<file path="src/rtl/mc_pkg.sv">
// Shared opcodes, ALU operation codes, FSM state encoding and control-strobe bundle
// for the multicycle controller.
package mc_pkg;

  localparam logic [5:0] OP_RTYPE = 6'b000000;
  localparam logic [5:0] OP_LW    = 6'b100011;
  localparam logic [5:0] OP_SW    = 6'b101011;
  localparam logic [5:0] OP_BEQ   = 6'b000100;
  localparam logic [5:0] OP_ANDI  = 6'b001100;
  localparam logic [5:0] OP_BNEAL = 6'b101101;
  localparam logic [5:0] OP_BALV  = 6'b100001;

  localparam logic [1:0] ALUOP_ADD   = 2'b00;
  localparam logic [1:0] ALUOP_SUB   = 2'b01;
  localparam logic [1:0] ALUOP_FUNCT = 2'b10;
  localparam logic [1:0] ALUOP_AND   = 2'b11;

  typedef enum logic [3:0] {
    StFetch   = 4'd0,
    StDecode  = 4'd1,
    StExecR   = 4'd2,
    StRWb     = 4'd3,
    StExecI   = 4'd4,
    StIWb     = 4'd5,
    StMemAddr = 4'd6,
    StMemRd   = 4'd7,
    StMemWb   = 4'd8,
    StMemWr   = 4'd9,
    StBranch  = 4'd10,
    StHalt    = 4'd11
  } state_e;

  typedef struct packed {
    logic       pc_write;
    logic       pc_write_cond;
    logic       ir_write;
    logic       iord;
    logic       mem_req;
    logic       mem_we;
    logic       alusrca;
    logic [1:0] alusrcb;
    logic [1:0] aluop;
    logic       regdst;
    logic       memtoreg;
    logic       regwrite;
    logic [1:0] pcsource;
    logic       link;
    logic       reg_31;
    logic       b_invert;
    logic       balv_s;
    logic       illegal;
  } ctrl_t;

endpackage

</file>
<file path="src/rtl/mc_out_decode.sv">
// Per-state control strobe decode for the multicycle controller.
// EXT_BRANCH_EN adds the bneal/balv link variants in BRANCH, selected by the latched opcode.
module mc_out_decode
  import mc_pkg::*;
(
  input  state_e     i_state,
`ifdef EXT_BRANCH_EN
  input  logic [5:0] i_opcode,
`endif
  input  logic       i_mem_ready,
  output ctrl_t      o_ctrl
);

  always_comb begin
    o_ctrl = '0;
    unique case (i_state)
      StFetch: begin
        o_ctrl.mem_req  = 1'b1;
        o_ctrl.alusrcb  = 2'b01;
        o_ctrl.aluop    = ALUOP_ADD;
        o_ctrl.ir_write = i_mem_ready;
        o_ctrl.pc_write = i_mem_ready;
      end
      StDecode: begin
        o_ctrl.alusrcb = 2'b11;
        o_ctrl.aluop   = ALUOP_ADD;
      end
      StExecR: begin
        o_ctrl.alusrca = 1'b1;
        o_ctrl.alusrcb = 2'b00;
        o_ctrl.aluop   = ALUOP_FUNCT;
      end
      StRWb: begin
        o_ctrl.regdst   = 1'b1;
        o_ctrl.regwrite = 1'b1;
      end
      StExecI: begin
        o_ctrl.alusrca = 1'b1;
        o_ctrl.alusrcb = 2'b10;
        o_ctrl.aluop   = ALUOP_AND;
      end
      StIWb: begin
        o_ctrl.regwrite = 1'b1;
      end
      StMemAddr: begin
        o_ctrl.alusrca = 1'b1;
        o_ctrl.alusrcb = 2'b10;
        o_ctrl.aluop   = ALUOP_ADD;
      end
      StMemRd: begin
        o_ctrl.mem_req = 1'b1;
        o_ctrl.iord    = 1'b1;
      end
      StMemWb: begin
        o_ctrl.memtoreg = 1'b1;
        o_ctrl.regwrite = 1'b1;
      end
      StMemWr: begin
        o_ctrl.mem_req = 1'b1;
        o_ctrl.iord    = 1'b1;
        o_ctrl.mem_we  = 1'b1;
      end
      StBranch: begin
        o_ctrl.alusrca       = 1'b1;
        o_ctrl.alusrcb       = 2'b00;
        o_ctrl.aluop         = ALUOP_SUB;
        o_ctrl.pcsource      = 2'b01;
        o_ctrl.pc_write_cond = 1'b1;
`ifdef EXT_BRANCH_EN
        if (i_opcode == OP_BNEAL || i_opcode == OP_BALV) begin
          o_ctrl.link     = 1'b1;
          o_ctrl.reg_31   = 1'b1;
          o_ctrl.regwrite = 1'b1;
          o_ctrl.b_invert = (i_opcode == OP_BNEAL);
          o_ctrl.balv_s   = (i_opcode == OP_BALV);
        end
`endif
      end
      StHalt: begin
        o_ctrl.illegal = 1'b1;
      end
      default: o_ctrl = '0;
    endcase
  end

endmodule

</file>
<file path="src/rtl/multicycle_control.sv">
// Moore multicycle CPU controller: state register, next-state logic and reset gating.
// EXT_BRANCH_EN enables the bneal/balv branch-and-link opcodes.
module multicycle_control (
  input  logic       clk,
  input  logic       reset,
  input  logic [5:0] opcode,
  input  logic       mem_ready,
  output logic       pc_write,
  output logic       pc_write_cond,
  output logic       ir_write,
  output logic       iord,
  output logic       mem_req,
  output logic       mem_we,
  output logic       alusrca,
  output logic [1:0] alusrcb,
  output logic [1:0] aluop,
  output logic       regdst,
  output logic       memtoreg,
  output logic       regwrite,
  output logic [1:0] pcsource,
  output logic       link,
  output logic       reg_31,
  output logic       b_invert,
  output logic       balv_s,
  output logic       illegal,
  output logic [3:0] state
);
  import mc_pkg::*;

  state_e r_state;
  state_e w_state_next;
  ctrl_t  w_ctrl;

  always_ff @(posedge clk) begin
    if (reset) begin
      r_state <= StFetch;
    end else begin
      r_state <= w_state_next;
    end
  end

`ifdef EXT_BRANCH_EN
  // Branch variant is chosen from the opcode seen in DECODE, not the live IR.
  logic [5:0] r_opcode;

  always_ff @(posedge clk) begin
    if (reset) begin
      r_opcode <= '0;
    end else if (r_state == StDecode) begin
      r_opcode <= opcode;
    end
  end
`endif

  always_comb begin
    w_state_next = r_state;
    unique case (r_state)
      StFetch:   if (mem_ready) w_state_next = StDecode;
      StDecode: begin
        case (opcode)
          OP_RTYPE:     w_state_next = StExecR;
          OP_LW, OP_SW: w_state_next = StMemAddr;
          OP_BEQ:       w_state_next = StBranch;
          OP_ANDI:      w_state_next = StExecI;
`ifdef EXT_BRANCH_EN
          OP_BNEAL, OP_BALV: w_state_next = StBranch;
`endif
          default:      w_state_next = StHalt;
        endcase
      end
      StExecR:   w_state_next = StRWb;
      StRWb:     w_state_next = StFetch;
      StExecI:   w_state_next = StIWb;
      StIWb:     w_state_next = StFetch;
      StMemAddr: w_state_next = (opcode == OP_LW) ? StMemRd : StMemWr;
      StMemRd:   if (mem_ready) w_state_next = StMemWb;
      StMemWb:   w_state_next = StFetch;
      StMemWr:   if (mem_ready) w_state_next = StFetch;
      StBranch:  w_state_next = StFetch;
      StHalt:    w_state_next = StHalt;
      default:   w_state_next = StFetch;
    endcase
  end

  mc_out_decode u_out_decode (
    .i_state     (r_state),
`ifdef EXT_BRANCH_EN
    .i_opcode    (r_opcode),
`endif
    .i_mem_ready (mem_ready),
    .o_ctrl      (w_ctrl)
  );

  // Architectural write strobes are suppressed while reset is applied.
  assign pc_write      = w_ctrl.pc_write & ~reset;
  assign pc_write_cond = w_ctrl.pc_write_cond & ~reset;
  assign ir_write      = w_ctrl.ir_write & ~reset;
  assign mem_we        = w_ctrl.mem_we & ~reset;
  assign regwrite      = w_ctrl.regwrite & ~reset;

  assign iord     = w_ctrl.iord;
  assign mem_req  = w_ctrl.mem_req;
  assign alusrca  = w_ctrl.alusrca;
  assign alusrcb  = w_ctrl.alusrcb;
  assign aluop    = w_ctrl.aluop;
  assign regdst   = w_ctrl.regdst;
  assign memtoreg = w_ctrl.memtoreg;
  assign pcsource = w_ctrl.pcsource;
  assign link     = w_ctrl.link;
  assign reg_31   = w_ctrl.reg_31;
  assign b_invert = w_ctrl.b_invert;
  assign balv_s   = w_ctrl.balv_s;
  assign illegal  = w_ctrl.illegal;
  assign state    = r_state;

endmodule

</file>
<file path="config.mk">
export PLATFORM = sky130hd
export DESIGN_NAME = multicycle_control
export DESIGN_NICKNAME = d
export VERILOG_FILES = /design/src/rtl/mc_pkg.sv /design/src/rtl/mc_out_decode.sv /design/src/rtl/multicycle_control.sv
export SDC_FILE = /design/constraint.sdc
export NUM_CORES = 1
export LEC_CHECK = 0
export ABC_AREA = 1
export ABC_CLOCK_PERIOD_IN_PS = 1470
export BUFFER_PORTS_ARGS = -buffer_cell sky130_fd_sc_hd__buf_2
export CAP_MARGIN = 15
export CORE_MARGIN = 1.5
export CORE_UTILIZATION = 40
export CTS_CLUSTER_DIAMETER = 200
export DETAILED_ROUTE_END_ITERATION = 8
export GPL_TIMING_DRIVEN = 1
export PLACE_DENSITY = 0.75
export SETUP_SLACK_MARGIN = 0.5
export SYNTH_ARGS = -nofsm -noshare
export SYNTH_HDL_FRONTEND = slang
export SYNTH_SLANG_ARGS = --single-unit
</file>
<file path="constraint.sdc">
create_clock -name clk -period 1.47 [get_ports clk]
set_clock_uncertainty 0.2 [all_clocks]
set_input_delay 0.294 -clock clk [delete_from_list [all_inputs] [get_ports clk]]
set_output_delay 0.294 -clock clk [all_outputs]
set_load 0.05 [all_outputs]
</file>
==> results of run 1 <==
## cell families after synthesis
group / after synthesis
AND/OR/NAND/NOR: 64
AO/OA/AOI/OAI: 6
other: 1
buffers and inverters: 24
flip-flops: 4
## synth_stat cells, types with 3 or more instances
| cell type | number | share of area |
|---|---|---|
| inv_2 | 4 | 0.029 |
| buf_4 | 6 | 0.086 |
| dfxtp_1 | 4 | 0.15 |
| nand4_1 | 4 | 0.048 |
| inv_1 | 14 | 0.10 |
| nor2_1 | 19 | 0.14 |
| nand3_1 | 3 | 0.029 |
| nand2_1 | 27 | 0.19 |
## through the flow
step	hold WS [ns]	area (um2)	setup TNS, ns
3_3_place_gp	0.4078	927.1	-1.127
3_5_place_dp	0.4240	927.1	-1.380
2_1_floorplan	0.1534	690.7	-2.749
==> impl_metrics.env, run 1 <==
export IMPL_cts_root_buf="clkbuf_4"
export IMPL_ys_seq_area_frac=0.1527
export IMPL_ctsHoldBuffers=0
export IMPL_core_rowCount=12
export IMPL_cts_resized=81
export IMPL_cts_sinks=4
export IMPL_dp_slack_ns=-0.1729
export IMPL_synth_cell_type_count=19
export IMPL_synthAdderAreaFrac=0
export IMPL_first_error="[ERROR DPL-0038] Utilization greater than 100%, impossible to legalize"
export IMPL_io_buffers=28
export IMPL_synthMuxAreaShare=0
export IMPL_haltStage="4_1_cts"
export IMPL_synthFlopType="dfxtp_1"
export IMPL_synth_xor_area_frac=0
export IMPL_synth_top_family_by_area="simple AND/OR/NAND/NOR gates"
export IMPL_ios=34
export IMPL_syn_cell_area_um2=524.3
export IMPL_dpl_cell_count=156
export IMPL_yosysWarnings=0
export IMPL_cts_buffers=3
export IMPL_synth_edf_count=0
export IMPL_async_reset_ff_frac=0
export IMPL_cts_setup_buffers=9
export IMPL_ys_seq_elements=4
export IMPL_synth_compound_gate_area_share=0.06444
export IMPL_yosys_area_share_simple=0.5609
export IMPL_htreeDepth=1
export IMPL_fp_dieW_um=39.20
export IMPL_die_height_um=39.20
export IMPL_clockBufferDepth=2
export IMPL_dpl_hpwl_um=1494
export IMPL_gp_congestion=0.8893
export IMPL_syn_avg_cell_area_um2=5.295
export IMPL_initial_utilization=0.4535
export IMPL_synthCells=99
export IMPL_outcome="did not finish"
==> run 2: changes to the inputs <==
CORE_AREA = 2 2 63 65   (was default)
CORE_MARGIN = default   (was 1.5)
CORE_UTILIZATION = default   (was 40)
CTS_CLUSTER_DIAMETER = default   (was 200)
DIE_AREA = 0 0 65 67   (was default)
PLACE_DENSITY = default   (was 0.75)
PLACE_DENSITY_LB_ADDON = 0.15   (was default)
SETUP_SLACK_MARGIN = default   (was 0.5)
==> run 2 against run 1 <==
- the flow now finishes, with violations (negative setup slack)
- synthesized cell count unchanged
- synthesized area unchanged
==> impl_metrics.env, run 2 <==
export IMPL_outcome="finished with violations"
export IMPL_violations="negative setup slack"
export IMPL_tritoncts="yes"
export IMPL_path_cells="buf_6 -> nor3_4 -> o31ai_2 -> inv_2 -> buf_6"
export IMPL_route_vias_total=798
export IMPL_crit_top_cell="buf_6"
export IMPL_ios=34
export IMPL_htreeDepth=1
export IMPL_drtIter0Drc=14
export IMPL_max_freq_mhz=569.5
export IMPL_grt_total_usage=0.09463
export IMPL_powerDensity_nw_per_um2=1913
export IMPL_synth_top_family_by_area="simple AND/OR/NAND/NOR gates"
export IMPL_fp_dieW_um=65
export IMPL_synth_area_leaders="nand2_1, dfxtp_1, nor2_1"
export IMPL_largest_reg_flops=4
export IMPL_crit_required_ns=0.98
export IMPL_dieArea_um2=4355
export IMPL_fin_tns_setup_ns=-3.626
export IMPL_die_height_um=67
export IMPL_drt_wl_total_um=1963
export IMPL_hold_path_class="primary input to register"
export IMPL_path_class="register to output port"
export IMPL_grt_pass1_wl_um=3125
export IMPL_gp_congestion=0.7579
export IMPL_clockBufferDepth=2
export IMPL_fin_ws_ns=-0.2859
export IMPL_dpl_hpwl_um=1578
export IMPL_drc=0
export IMPL_final_common_cell="buf_4"
export IMPL_gr_total_overflow=0
export IMPL_coreArea_um2=3606
export IMPL_grt_max_degree=8
export IMPL_drive_above_1_share=0.6623
export IMPL_crit_family="flip-flops"
export IMPL_synthCells=99
export IMPL_ys_seq_area_frac=0.1527
export IMPL_async_reset_ff_frac=0
export IMPL_final_nets=165
export IMPL_setup_violations_final=18
export IMPL_synth_cell_type_count=19
export IMPL_cpMaxStageDelayCell="dfxtp_4"
export IMPL_worstPathMaxFanout=6
export IMPL_r2r_slack_ns=-0.11
export IMPL_arrival_ns=1.26
export IMPL_grt_use_met1=0.1126
export IMPL_met2_usage=0.1662
export IMPL_dp_slack_ns=-0.1703
export IMPL_grt_util_met3=0.02196
export IMPL_synth_most_common_cell="nand2_1"
export IMPL_initial_utilization=0.1454
export IMPL_period_needed_ns=1.756
export IMPL_yosys_area_share_simple=0.5609
export IMPL_drv_cap=0
export IMPL_fin_crit_sh=1.194
export IMPL_antenna_found_initial=0
export IMPL_viasPerCell=3.950
export IMPL_cts_root_buf="clkbuf_8"
export IMPL_yosysWarnings=0
export IMPL_top_usage_layer="met2"
export IMPL_synthAdderAreaFrac=0
export IMPL_n_antenna_cell=0
export IMPL_cts_buffers=3
export IMPL_layout_cells_non_filler=202
export IMPL_n_fill_cell=362
export IMPL_core_rowCount=22
export IMPL_clkSlewWorstSetupHoldPaths_ns=0.04
export IMPL_path_buf_inv=3
export IMPL_rsz0062_at_grt="yes"
export IMPL_io_buffers=28
export IMPL_irDropWorstVdd_v=0.0008416
export IMPL_synth_xor_area_frac=0
export IMPL_ant_nets=0
export IMPL_drv_slew=0
export IMPL_clock_latency_ns=0.22
export IMPL_synth_top_cell_by_area="nand2_1"
export IMPL_final_cell_mix="buf_4, nand2_1, buf_6"
export IMPL_synth_top_area_share=0.1933
export IMPL_start_kind="register"
export IMPL_synthMuxAreaShare=0
export IMPL_syn_cell_area_um2=524.3
export IMPL_max_stage_delay_ns=0.43
export IMPL_synthFlopType="dfxtp_1"
export IMPL_crit_path_end_kind="output port"
export IMPL_p_total_w=0.002490
export IMPL_synth_compound_gate_area_share=0.06444
export IMPL_grt_pass1_vias=756
export IMPL_dpl_cell_count=190
export IMPL_post_drt_wl_per_cell_um=9.718
export IMPL_ys_seq_elements=4
export IMPL_dr_pass1_iters=4
export IMPL_hold_viol_final=0
export IMPL_area_growth_pct=148.2
export IMPL_syn_avg_cell_area_um2=5.295
export IMPL_p_leak_nw=0.6344
export IMPL_cts_sinks=4
export IMPL_synth_common_cells="nand2_1, nor2_1, inv_1"
export IMPL_synth_edf_count=0
==> run 2: cell counts after synthesis <==
Identical to the previous run, type by type.
==> run 2: report_power, final <==
group | internal (W) | total (W) | switching (W)
clock | 0.000175 | 0.000242 | 0.0000664
sequential | 0.000163 | 0.000293 | 0.000130
combinational | 0.000809 | 0.00195 | 0.00115
==> run 2: layer usage <==
| layer | wire [um] | part of all wire | up-vias |
|---|---|---|---|
| met2 | 976 | 0.50 | 22 |
| met3 | 88 | 0.045 | 4 |
| met4 | 37 | 0.019 | 0 |
| li1 | - | - | 406 |
| met5 | 0 | 0 | - |
| met1 | 861 | 0.44 | 366 |
==> run 2: worst paths after layout <==
| kind | endpoint | from | depth (start not counted) |
|---|---|---|---|
| max | regwrite | state[1] | 5 |
| min | state[0] | reset | 2 |
| max reg2reg | state[3] | state[3] | 11 |
| min reg2reg | state[3] | state[3] | 3 |
==> run 2: area by class of cell <==
class	instances	area, um2	area share
timing repair buffer	54	490.5	0.3769
tap	48	60.06	0.04615
clock buffer	3	41.29	0.03173
sequential	4	95.09	0.07308
inverter	18	75.07	0.05769
multi-input combinational	75	539.3	0.4144
==> run 2: per-stage QoR <==
step	hold slack [ns]	instance area, um2	utilization
6_report	0.2069	1301	0.3609
5_1_grt	0.2233	1301	0.3609
4_1_cts	0.2039	1194	0.3310
3_5_place_dp	0.4367	964.7	0.2675
3_3_place_gp	0.4417	964.7	0.2675
2_1_floorplan	0.1534	685.7	-
==> run 2: logic make-up (layout without fill, tap and decap cells) <==
| logic type | after synthesis | in the layout |
|---|---|---|
| AND/OR/NAND/NOR | 64 | 64 |
| buffers and inverters | 24 | 75 |
| AO/OA/AOI/OAI | 6 | 6 |
| flip-flops | 4 | 4 |
| other | 1 | 5 |
==> run 2: repair_timing <==
item / in CTS / in global routing
endpoints found under the setup margin: 23 / 22
gates resized for setup: 50 / 18
hold buffers: 0 / 0
buffers inserted: 3 / 6
pin swaps: 5 / 8
(Power assumes the default switching activity.)
